**config.mk**
```make
export PLATFORM = sky130hd
export DESIGN_NAME = fibo_sequencer_ctrl_flat
export DESIGN_NICKNAME = d
export VERILOG_FILES = /design/src/rtl/fibo_ctrl_pkg.sv /design/src/rtl/fibo_sequencer_ctrl_if.sv /design/src/rtl/fibo_pace_timer.sv /design/src/rtl/fibo_sequencer_ctrl.sv /design/src/flat_wrapper.sv
export SDC_FILE = /design/constraint.sdc
export NUM_CORES = 1
export LEC_CHECK = 0
export CORE_ASPECT_RATIO = 2
export CORE_MARGIN = 2
export CORE_UTILIZATION = 30
export DETAILED_ROUTE_END_ITERATION = 8
export PLACE_DENSITY = 0.56
export SLEW_MARGIN = 20
export SYNTH_ARGS = -nofsm -noshare
export SYNTH_HDL_FRONTEND = slang
export SYNTH_SLANG_ARGS = --single-unit
```
**constraint.sdc**
```tcl
create_clock -name SC_RegFIXED_CLOCK_50 -period 2 [get_ports SC_RegFIXED_CLOCK_50]
set_input_delay 0.2 -clock SC_RegFIXED_CLOCK_50 [delete_from_list [all_inputs] [get_ports SC_RegFIXED_CLOCK_50]]
set_output_delay 0.2 -clock SC_RegFIXED_CLOCK_50 [all_outputs]
set_load 0.005 [all_outputs]
```
**src/rtl/fibo_ctrl_pkg.sv**
```systemverilog
// Shared definitions for the Fibonacci sequencer control slice:
// state encodings and default parameter values.
package fibo_ctrl_pkg;

  localparam int DATAWIDTH_BUS_DEF = 8;
  localparam int COUNTWIDTH_DEF    = 5;
  localparam int PACE_CYCLES_DEF   = 50000000;
  localparam int PACEWIDTH_DEF     = 26;

  typedef enum logic [2:0] {
    S_IDLE      = 3'd0,
    S_LOAD      = 3'd1,
    S_WAIT_PACE = 3'd2,
    S_STEP      = 3'd3,
    S_DONE      = 3'd4,
    S_OVF       = 3'd5
  } fibo_state_e;

endpackage

```
**src/rtl/fibo_sequencer_ctrl_if.sv**
```systemverilog
// Handshake between the sequencer control unit (slave) and the
// board/datapath side (master) that drives start, target and carry.
interface fibo_sequencer_ctrl_if #(
  parameter int COUNTWIDTH = 5
);
  logic                  start_InHigh;
  logic [COUNTWIDTH-1:0] n_target_InBUS;
  logic                  carry_In;
  logic                  load_seed_Out;
  logic                  shift_Out;
  logic                  busy_Out;
  logic                  done_Out;
  logic                  overflow_Out;
  logic [COUNTWIDTH-1:0] index_OutBUS;

  modport slave (
    input  start_InHigh, n_target_InBUS, carry_In,
    output load_seed_Out, shift_Out, busy_Out, done_Out, overflow_Out, index_OutBUS
  );

  modport master (
    output start_InHigh, n_target_InBUS, carry_In,
    input  load_seed_Out, shift_Out, busy_Out, done_Out, overflow_Out, index_OutBUS
  );
endinterface

```
**src/rtl/fibo_pace_timer.sv**
```systemverilog
// Step pacing counter: counts while enabled, ticks on the last cycle of
// each PACE_CYCLES window and wraps to zero on that tick.
module fibo_pace_timer #(
  parameter int PACE_CYCLES = 50000000,
  parameter int PACEWIDTH   = 26
) (
  input  logic clk,
  input  logic rst,
  input  logic clr,
  input  logic en,
  output logic tick
);

  logic [PACEWIDTH-1:0] cnt_q;
  logic [PACEWIDTH-1:0] cnt_d;

  assign tick = en & (cnt_q == PACEWIDTH'(PACE_CYCLES - 1));

  always_comb begin
    cnt_d = cnt_q;
    if (clr) begin
      cnt_d = '0;
    end else if (en) begin
      if (tick) begin
        cnt_d = '0;
      end else begin
        cnt_d = cnt_q + PACEWIDTH'(1);
      end
    end else begin
      cnt_d = cnt_q;
    end
  end

  always_ff @(posedge clk or posedge rst) begin
    if (rst) begin
      cnt_q <= '0;
    end else begin
      cnt_q <= cnt_d;
    end
  end

endmodule

```
**src/rtl/fibo_sequencer_ctrl.sv**
```systemverilog
// Fibonacci datapath control: seeds RegA/RegB on a start edge, then issues
// paced shift steps until the target count is reached or the adder carries.
module fibo_sequencer_ctrl
  import fibo_ctrl_pkg::*;
#(
  parameter int DATAWIDTH_BUS = DATAWIDTH_BUS_DEF,
  parameter int COUNTWIDTH    = COUNTWIDTH_DEF,
  parameter int PACE_CYCLES   = PACE_CYCLES_DEF,
  parameter int PACEWIDTH     = PACEWIDTH_DEF
) (
  input  logic                  SC_RegFIXED_CLOCK_50,
  input  logic                  SC_RegFIXED_RESET_InHigh,
  fibo_sequencer_ctrl_if.slave  bus
);

  if (DATAWIDTH_BUS < 1 || PACE_CYCLES < 1 || ((PACE_CYCLES - 1) >> PACEWIDTH) != 0) begin : g_bad_params
    $error("fibo_sequencer_ctrl: illegal parameter combination");
  end

  fibo_state_e           state_q, state_d;
  logic [COUNTWIDTH-1:0] target_q, target_d;
  logic [COUNTWIDTH-1:0] index_q, index_d;
  logic                  start_q;
  logic                  load_seed_q, busy_q, done_q, overflow_q;
  logic                  start_rise;
  logic                  pace_tick;
  logic [COUNTWIDTH-1:0] index_inc;

  assign start_rise = bus.start_InHigh & ~start_q;
  assign index_inc  = index_q + COUNTWIDTH'(1);

  fibo_pace_timer #(
    .PACE_CYCLES (PACE_CYCLES),
    .PACEWIDTH   (PACEWIDTH)
  ) u_pace (
    .clk  (SC_RegFIXED_CLOCK_50),
    .rst  (SC_RegFIXED_RESET_InHigh),
    .clr  (state_q == S_LOAD),
    .en   (state_q == S_WAIT_PACE),
    .tick (pace_tick)
  );

  always_comb begin
    state_d  = state_q;
    target_d = target_q;
    index_d  = index_q;
    case (state_q)
      S_IDLE, S_DONE, S_OVF: begin
        // Finished states hold their outputs until a fresh start edge
        if (start_rise) begin
          target_d = bus.n_target_InBUS;
          state_d  = S_LOAD;
        end else begin
          state_d  = state_q;
        end
      end
      S_LOAD: begin
        index_d = '0;
        if (target_q == '0) begin
          state_d = S_DONE;
        end else begin
          state_d = S_WAIT_PACE;
        end
      end
      S_WAIT_PACE: begin
        if (pace_tick) begin
          state_d = S_STEP;
        end else begin
          state_d = S_WAIT_PACE;
        end
      end
      S_STEP: begin
        // The sum would not fit: abort without shifting or counting
        if (bus.carry_In) begin
          state_d = S_OVF;
        end else begin
          index_d = index_inc;
          if (index_inc == target_q) begin
            state_d = S_DONE;
          end else begin
            state_d = S_WAIT_PACE;
          end
        end
      end
      default: begin
        state_d = S_IDLE;
      end
    endcase
  end

  // Outputs are registered from the next state so they match a Moore decode of state_q
  always_ff @(posedge SC_RegFIXED_CLOCK_50 or posedge SC_RegFIXED_RESET_InHigh) begin
    if (SC_RegFIXED_RESET_InHigh) begin
      state_q     <= S_IDLE;
      target_q    <= '0;
      index_q     <= '0;
      start_q     <= 1'b0;
      load_seed_q <= 1'b0;
      busy_q      <= 1'b0;
      done_q      <= 1'b0;
      overflow_q  <= 1'b0;
    end else begin
      state_q     <= state_d;
      target_q    <= target_d;
      index_q     <= index_d;
      start_q     <= bus.start_InHigh;
      load_seed_q <= (state_d == S_LOAD);
      busy_q      <= (state_d == S_LOAD) | (state_d == S_WAIT_PACE) | (state_d == S_STEP);
      done_q      <= (state_d == S_DONE) | (state_d == S_OVF);
      overflow_q  <= (state_d == S_OVF);
    end
  end

  assign bus.load_seed_Out = load_seed_q;
  assign bus.shift_Out     = (state_q == S_STEP) & ~bus.carry_In;
  assign bus.busy_Out      = busy_q;
  assign bus.done_Out      = done_q;
  assign bus.overflow_Out  = overflow_q;
  assign bus.index_OutBUS  = index_q;

endmodule

```
**src/flat_wrapper.sv**
```systemverilog
// flat-port wrapper written by rule: the top's interface ports become plain ports
module fibo_sequencer_ctrl_flat import fibo_ctrl_pkg::*;
#(
  parameter int DATAWIDTH_BUS = DATAWIDTH_BUS_DEF,
  parameter int COUNTWIDTH    = COUNTWIDTH_DEF,
  parameter int PACE_CYCLES   = PACE_CYCLES_DEF,
  parameter int PACEWIDTH     = PACEWIDTH_DEF
)
  (SC_RegFIXED_CLOCK_50, SC_RegFIXED_RESET_InHigh, bus_start_InHigh, bus_n_target_InBUS, bus_carry_In, bus_load_seed_Out, bus_shift_Out, bus_busy_Out, bus_done_Out, bus_overflow_Out, bus_index_OutBUS);
  fibo_sequencer_ctrl_if #(.COUNTWIDTH(COUNTWIDTH)) bus_i ();
  input  logic SC_RegFIXED_CLOCK_50;
  input  logic SC_RegFIXED_RESET_InHigh;
  input wire logic [$bits(bus_i.start_InHigh)-1:0] bus_start_InHigh;
  input wire logic [$bits(bus_i.n_target_InBUS)-1:0] bus_n_target_InBUS;
  input wire logic [$bits(bus_i.carry_In)-1:0] bus_carry_In;
  output wire logic [$bits(bus_i.load_seed_Out)-1:0] bus_load_seed_Out;
  output wire logic [$bits(bus_i.shift_Out)-1:0] bus_shift_Out;
  output wire logic [$bits(bus_i.busy_Out)-1:0] bus_busy_Out;
  output wire logic [$bits(bus_i.done_Out)-1:0] bus_done_Out;
  output wire logic [$bits(bus_i.overflow_Out)-1:0] bus_overflow_Out;
  output wire logic [$bits(bus_i.index_OutBUS)-1:0] bus_index_OutBUS;
  assign bus_i.start_InHigh = bus_start_InHigh;
  assign bus_i.n_target_InBUS = bus_n_target_InBUS;
  assign bus_i.carry_In = bus_carry_In;
  assign bus_load_seed_Out = bus_i.load_seed_Out;
  assign bus_shift_Out = bus_i.shift_Out;
  assign bus_busy_Out = bus_i.busy_Out;
  assign bus_done_Out = bus_i.done_Out;
  assign bus_overflow_Out = bus_i.overflow_Out;
  assign bus_index_OutBUS = bus_i.index_OutBUS;
  fibo_sequencer_ctrl #(.DATAWIDTH_BUS(DATAWIDTH_BUS), .COUNTWIDTH(COUNTWIDTH), .PACE_CYCLES(PACE_CYCLES), .PACEWIDTH(PACEWIDTH)) u_core (.SC_RegFIXED_CLOCK_50(SC_RegFIXED_CLOCK_50), .SC_RegFIXED_RESET_InHigh(SC_RegFIXED_RESET_InHigh), .bus(bus_i));
endmodule
```
==> impl_metrics.csv <==
group,metric,value,unit
timing,finalWorstSetupSlack,115,ps
run,cap_violations,0,
cts,worst_setup_hold_path_clk_slew,60,ps
logic_synthesis,synthAdderAreaFrac,0.0100,
worst_setup_path,flop_to_flop_setup_slack,120,ps
logic_synthesis,ys_top_cells_by_area,"sky130_fd_sc_hd__dfrtp_1, sky130_fd_sc_hd__nand2_1, sky130_fd_sc_hd__a31oi_1",
final_layout,final_area,0.00309,mm^2
die,fp.coreArea,0.00817,mm^2
grt,globalRouteTotalUtil,0.154,
power_and_ir_drop,ir_drop,614,uV
grt,first_global_vias,2115,
logic_synthesis,combined_area_of_all_synthesized_cells,0.00250,mm^2
worst_setup_path,worst_setup_path_endpoint,"u_core.bus.overflow_Out$_DFF_PP0_",
place,placed_area,0.00290,mm^2
logic_synthesis,syn_avg_cell_area,9.96,um^2
power_and_ir_drop,sequential_power_share,0.321,
logic_synthesis,synth_common_cells,"sky130_fd_sc_hd__dfrtp_1, sky130_fd_sc_hd__nand2_1, sky130_fd_sc_hd__a31oi_1",
timing,timing.setup.tns,0,ps
place,detailedPlacementHpwl,4.57,mm
route,post-route-drc-count,0,
cts,cts.sink_count,44,
cts,cts_hold_repair.buffers,0,
final_layout,drive_above_1_share,0.172,
logic_synthesis,synth.most_common_cell,"sky130_fd_sc_hd__dfrtp_1",
route,detailedRoute.firstIterationViolations,70,
final_layout,finish.net_count,295,
logic_synthesis,synth-edff-count,0,
route,drt-wirelength-per-cell,15.9,um
power_and_ir_drop,power_frac_comb,0.427,
route,route.detailed.vias_per_inst,5.42,
logic_synthesis,ys_seq_elements,44,
timing,slew_violations,0,
die,chipHeight,133,um
final_layout,area_growth_synth_to_finish,23.6,%
logic_synthesis,yosysUniqueCellTypes,57,
die,starting_density_of_the_core,0.306,
worst_setup_path,path_max_fanout,3,
logic_synthesis,synth_top_flop_cell,"sky130_fd_sc_hd__dfrtp_1",
die,horizontal_die_dimension,68.6,um
power_and_ir_drop,part_of_the_total_power_dissipated_in_the_clock_network,0.251,
status,outcome,"complete, no violations",
min_path,class_of_the_most_critical_hold_timing_path,"input pin to async pin",
worst_setup_path,critical_path_arrival,2110,ps
final_layout,post_layout_nonfiller_instances,383,
power_and_ir_drop,total_leakage_power,1.33,nW
logic_synthesis,synth_top_area_cell,"sky130_fd_sc_hd__dfrtp_1",
grt,grt_pass1_wl,10.5,mm
power_and_ir_drop,power_per_cell_area,1200,mW/mm^2
die,floorplan.io_pins,19,
timing,slew_of_the_pin_with_the_lowest_slew_margin,496,ps
timing,final-setup-viol-count,0,
cts,clockBufferDepth,2,
cts,cts_tree,"yes",
worst_setup_path,timing_worst_setup_path_type,"flop to flop",
logic_synthesis,yosysWarnings,0,
logic_synthesis,ys_seq_area_frac,0.440,
timing,fmax,531,MHz
grt,maximum_number_of_pins_on_one_net_before_global_route_repair,24,
place,place.detailed.instances,374,
route,drt-total-wl,6.08,mm
power_and_ir_drop,internal_power,2.35,mW
timing,fin_crit,1880,ps
cts,cts-htree-levels,2,
logic_synthesis,synth_largest_type_area_fraction,0.440,
timing,relSlewSlack,0.669,
power_and_ir_drop,switching_share,0.365,
cts,insertion_delay,290,ps
final_layout,number_of_inserted_filler_cells_in_the_final_layout,822,
worst_setup_path,timing.rr.end,"u_core.bus.overflow_Out$_DFF_PP0_",
timing,hold_viol_final,0,
logic_synthesis,synth_compound_gate_area_share,0.175,
route,drtAntennaViolNets,0,
route,drtPass1Iterations,4,
worst_setup_path,cp-startpoint,"u_core.bus.index_OutBUS[0]$_DFFE_PP0P_",
die,floorplan.die_area,0.00912,mm^2
cts,cts-root-buf,"sky130_fd_sc_hd__clkbuf_16",
timing,period_utilization,0.942,
worst_setup_path,startpoint_type,"flop",
logic_synthesis,proportion_of_synthesized_flip_flops_having_asynchronous_set_or_reset,1.00,
logic_synthesis,yosys.area_share.simple,0.240,
logic_synthesis,post_synth_mux_area_share,0.0475,
cts,cts_inserted_buffers,5,
route,routed-via-count,2077,
place,dp_slack,62.1,ps
die,std_cell_rows,47,
place,io_buffers,18,
logic_synthesis,syn_nets,262,
worst_setup_path,launching_point_of_the_worst_reg2reg_path,"u_core.bus.index_OutBUS[0]$_DFFE_PP0P_",
grt,grt_remaining_overflow,0,
logic_synthesis,synthCells,251,
final_layout,antenna_cells,0,
timing,grt_setup_unrepaired,"false",
power_and_ir_drop,p_sw,1.36,mW
grt,antenna_found_initial,0,
worst_setup_path,cp_data_required_time,2230,ps
logic_synthesis,dominant_combinational_cell_family_by_area_after_synthesis,"simple AND/OR/NAND/NOR gates",
logic_synthesis,yosys.area_share.xor_xnor,0.0385,
place,placer_congestion,0.790,
worst_setup_path,category_of_the_worst_setup_path_capture_point,"flop",
timing,timing.clock.skew,6.13,ps
worst_setup_path,reg2reg_depth,6,
power by group through the flow:
stage	clock, mW	combinational (mW)	sequential [mW]
2_1_floorplan	0	1.03	1.18
3_3_place_gp	0	1.51	1.20
3_5_place_dp	0	1.54	1.21
4_1_cts	0.957	1.54	1.19
5_1_grt	0.992	1.76	1.22
6_report	0.932	1.59	1.19
placed cells by master, fill, tap and decap left out, types with 6 or more instances in the layout:
cell type / instances
sky130_fd_sc_hd__dfrtp_1: 44
sky130_fd_sc_hd__nand2_1: 31
sky130_fd_sc_hd__buf_4: 21
sky130_fd_sc_hd__clkdlybuf4s50_1: 18
sky130_fd_sc_hd__a31oi_1: 14
sky130_fd_sc_hd__nand3_1: 13
sky130_fd_sc_hd__o21ai_0: 11
sky130_fd_sc_hd__a21oi_1: 11
sky130_fd_sc_hd__a22o_1: 8
sky130_fd_sc_hd__nor2_1: 8
sky130_fd_sc_hd__nand2b_1: 7
sky130_fd_sc_hd__xnor2_1: 7
sky130_fd_sc_hd__nand4_1: 6
area by class of cell:
| type | count | area, um^2 | area share |
|---|---|---|---|
| Clock inverter | 2 | 35.0 | 0.0113 |
| Sequential cell | 44 | 1100 | 0.356 |
| Clock buffer | 6 | 129 | 0.0417 |
| Inverter | 6 | 22.5 | 0.00729 |
| Tap cell | 98 | 123 | 0.0397 |
| Multi-Input combinational cell | 186 | 1300 | 0.421 |
| Timing Repair Buffer | 41 | 378 | 0.122 |
registers in the layout (all words and copies together) (netlist names):
signal and count:
u_core.u_pace.cnt_q 26, u_core.start_q 1, u_core.state_q 3, u_core.target_q 5, u_core.bus.load_seed_Out 1, u_core.bus.overflow_Out 1
u_core.bus.index_OutBUS 5, u_core.bus.busy_Out 1, u_core.bus.done_Out 1
through the flow:
| stage | power [mW] | hold slack [ps] | util |
|---|---|---|---|
| final | 3.71 | 257 | 0.378 |
| after global routing | 3.97 | 318 | 0.378 |
| after CTS | 3.69 | 273 | 0.374 |
| after detailed placement | 2.74 | 491 | 0.354 |
| after global placement | 2.71 | 481 | 0.354 |
| after floorplan | 2.21 | 231 | - |
what timing repair did:
item,CTS,global route
resized for setup,0,5
endpoints found under the setup margin,0,4
buffers inserted,0,1
routing by layer:
metal  vias up  global-route usage  part of all wire
met1      1033               0.156              0.35
met4         0              0.0756             0.039
met3        16              0.0245             0.021
li1        992                   -                 -
met2        36               0.285              0.59
met5         -                   0                 0
worst max-delay path, cell delays in order, from the launching register on:
cell,delay (ps)
sky130_fd_sc_hd__dfrtp_1,380
sky130_fd_sc_hd__ha_1,330
sky130_fd_sc_hd__xor2_1,160
sky130_fd_sc_hd__a211oi_2,290
sky130_fd_sc_hd__o311ai_4,160
sky130_fd_sc_hd__o211ai_1,320
sky130_fd_sc_hd__and2_1,180
worst min path at each step:
stage | start | end | slack, ps | cells past startpoint
CTS | SC_RegFIXED_RESET_InHigh | u_core.bus.overflow_Out$_DFF_PP0_ | 270 | 2
detailed placement | u_core.u_pace.cnt_q[14]$_DFFE_PP0P_ | u_core.u_pace.cnt_q[14]$_DFFE_PP0P_ | 490 | 1
finish | SC_RegFIXED_RESET_InHigh | u_core.bus.overflow_Out$_DFF_PP0_ | 260 | 2
global route | SC_RegFIXED_RESET_InHigh | u_core.bus.overflow_Out$_DFF_PP0_ | 320 | 2
global placement | u_core.u_pace.cnt_q[14]$_DFFE_PP0P_ | u_core.u_pace.cnt_q[14]$_DFFE_PP0P_ | 480 | 1
floorplan | bus_start_InHigh | u_core.start_q$_DFF_PP0_ | 230 | 0
cells by family (layout without fill, tap and decap cells):
logic type / after synthesis / in the layout
buf+inv: 21 / 55
fa+ha+maj: 2 / 2
compound gates: 63 / 63
mux: 11 / 11
flops: 44 / 44
xor+xnor: 11 / 11
simple gates: 99 / 99
Power figures use the tool's default switching activity.
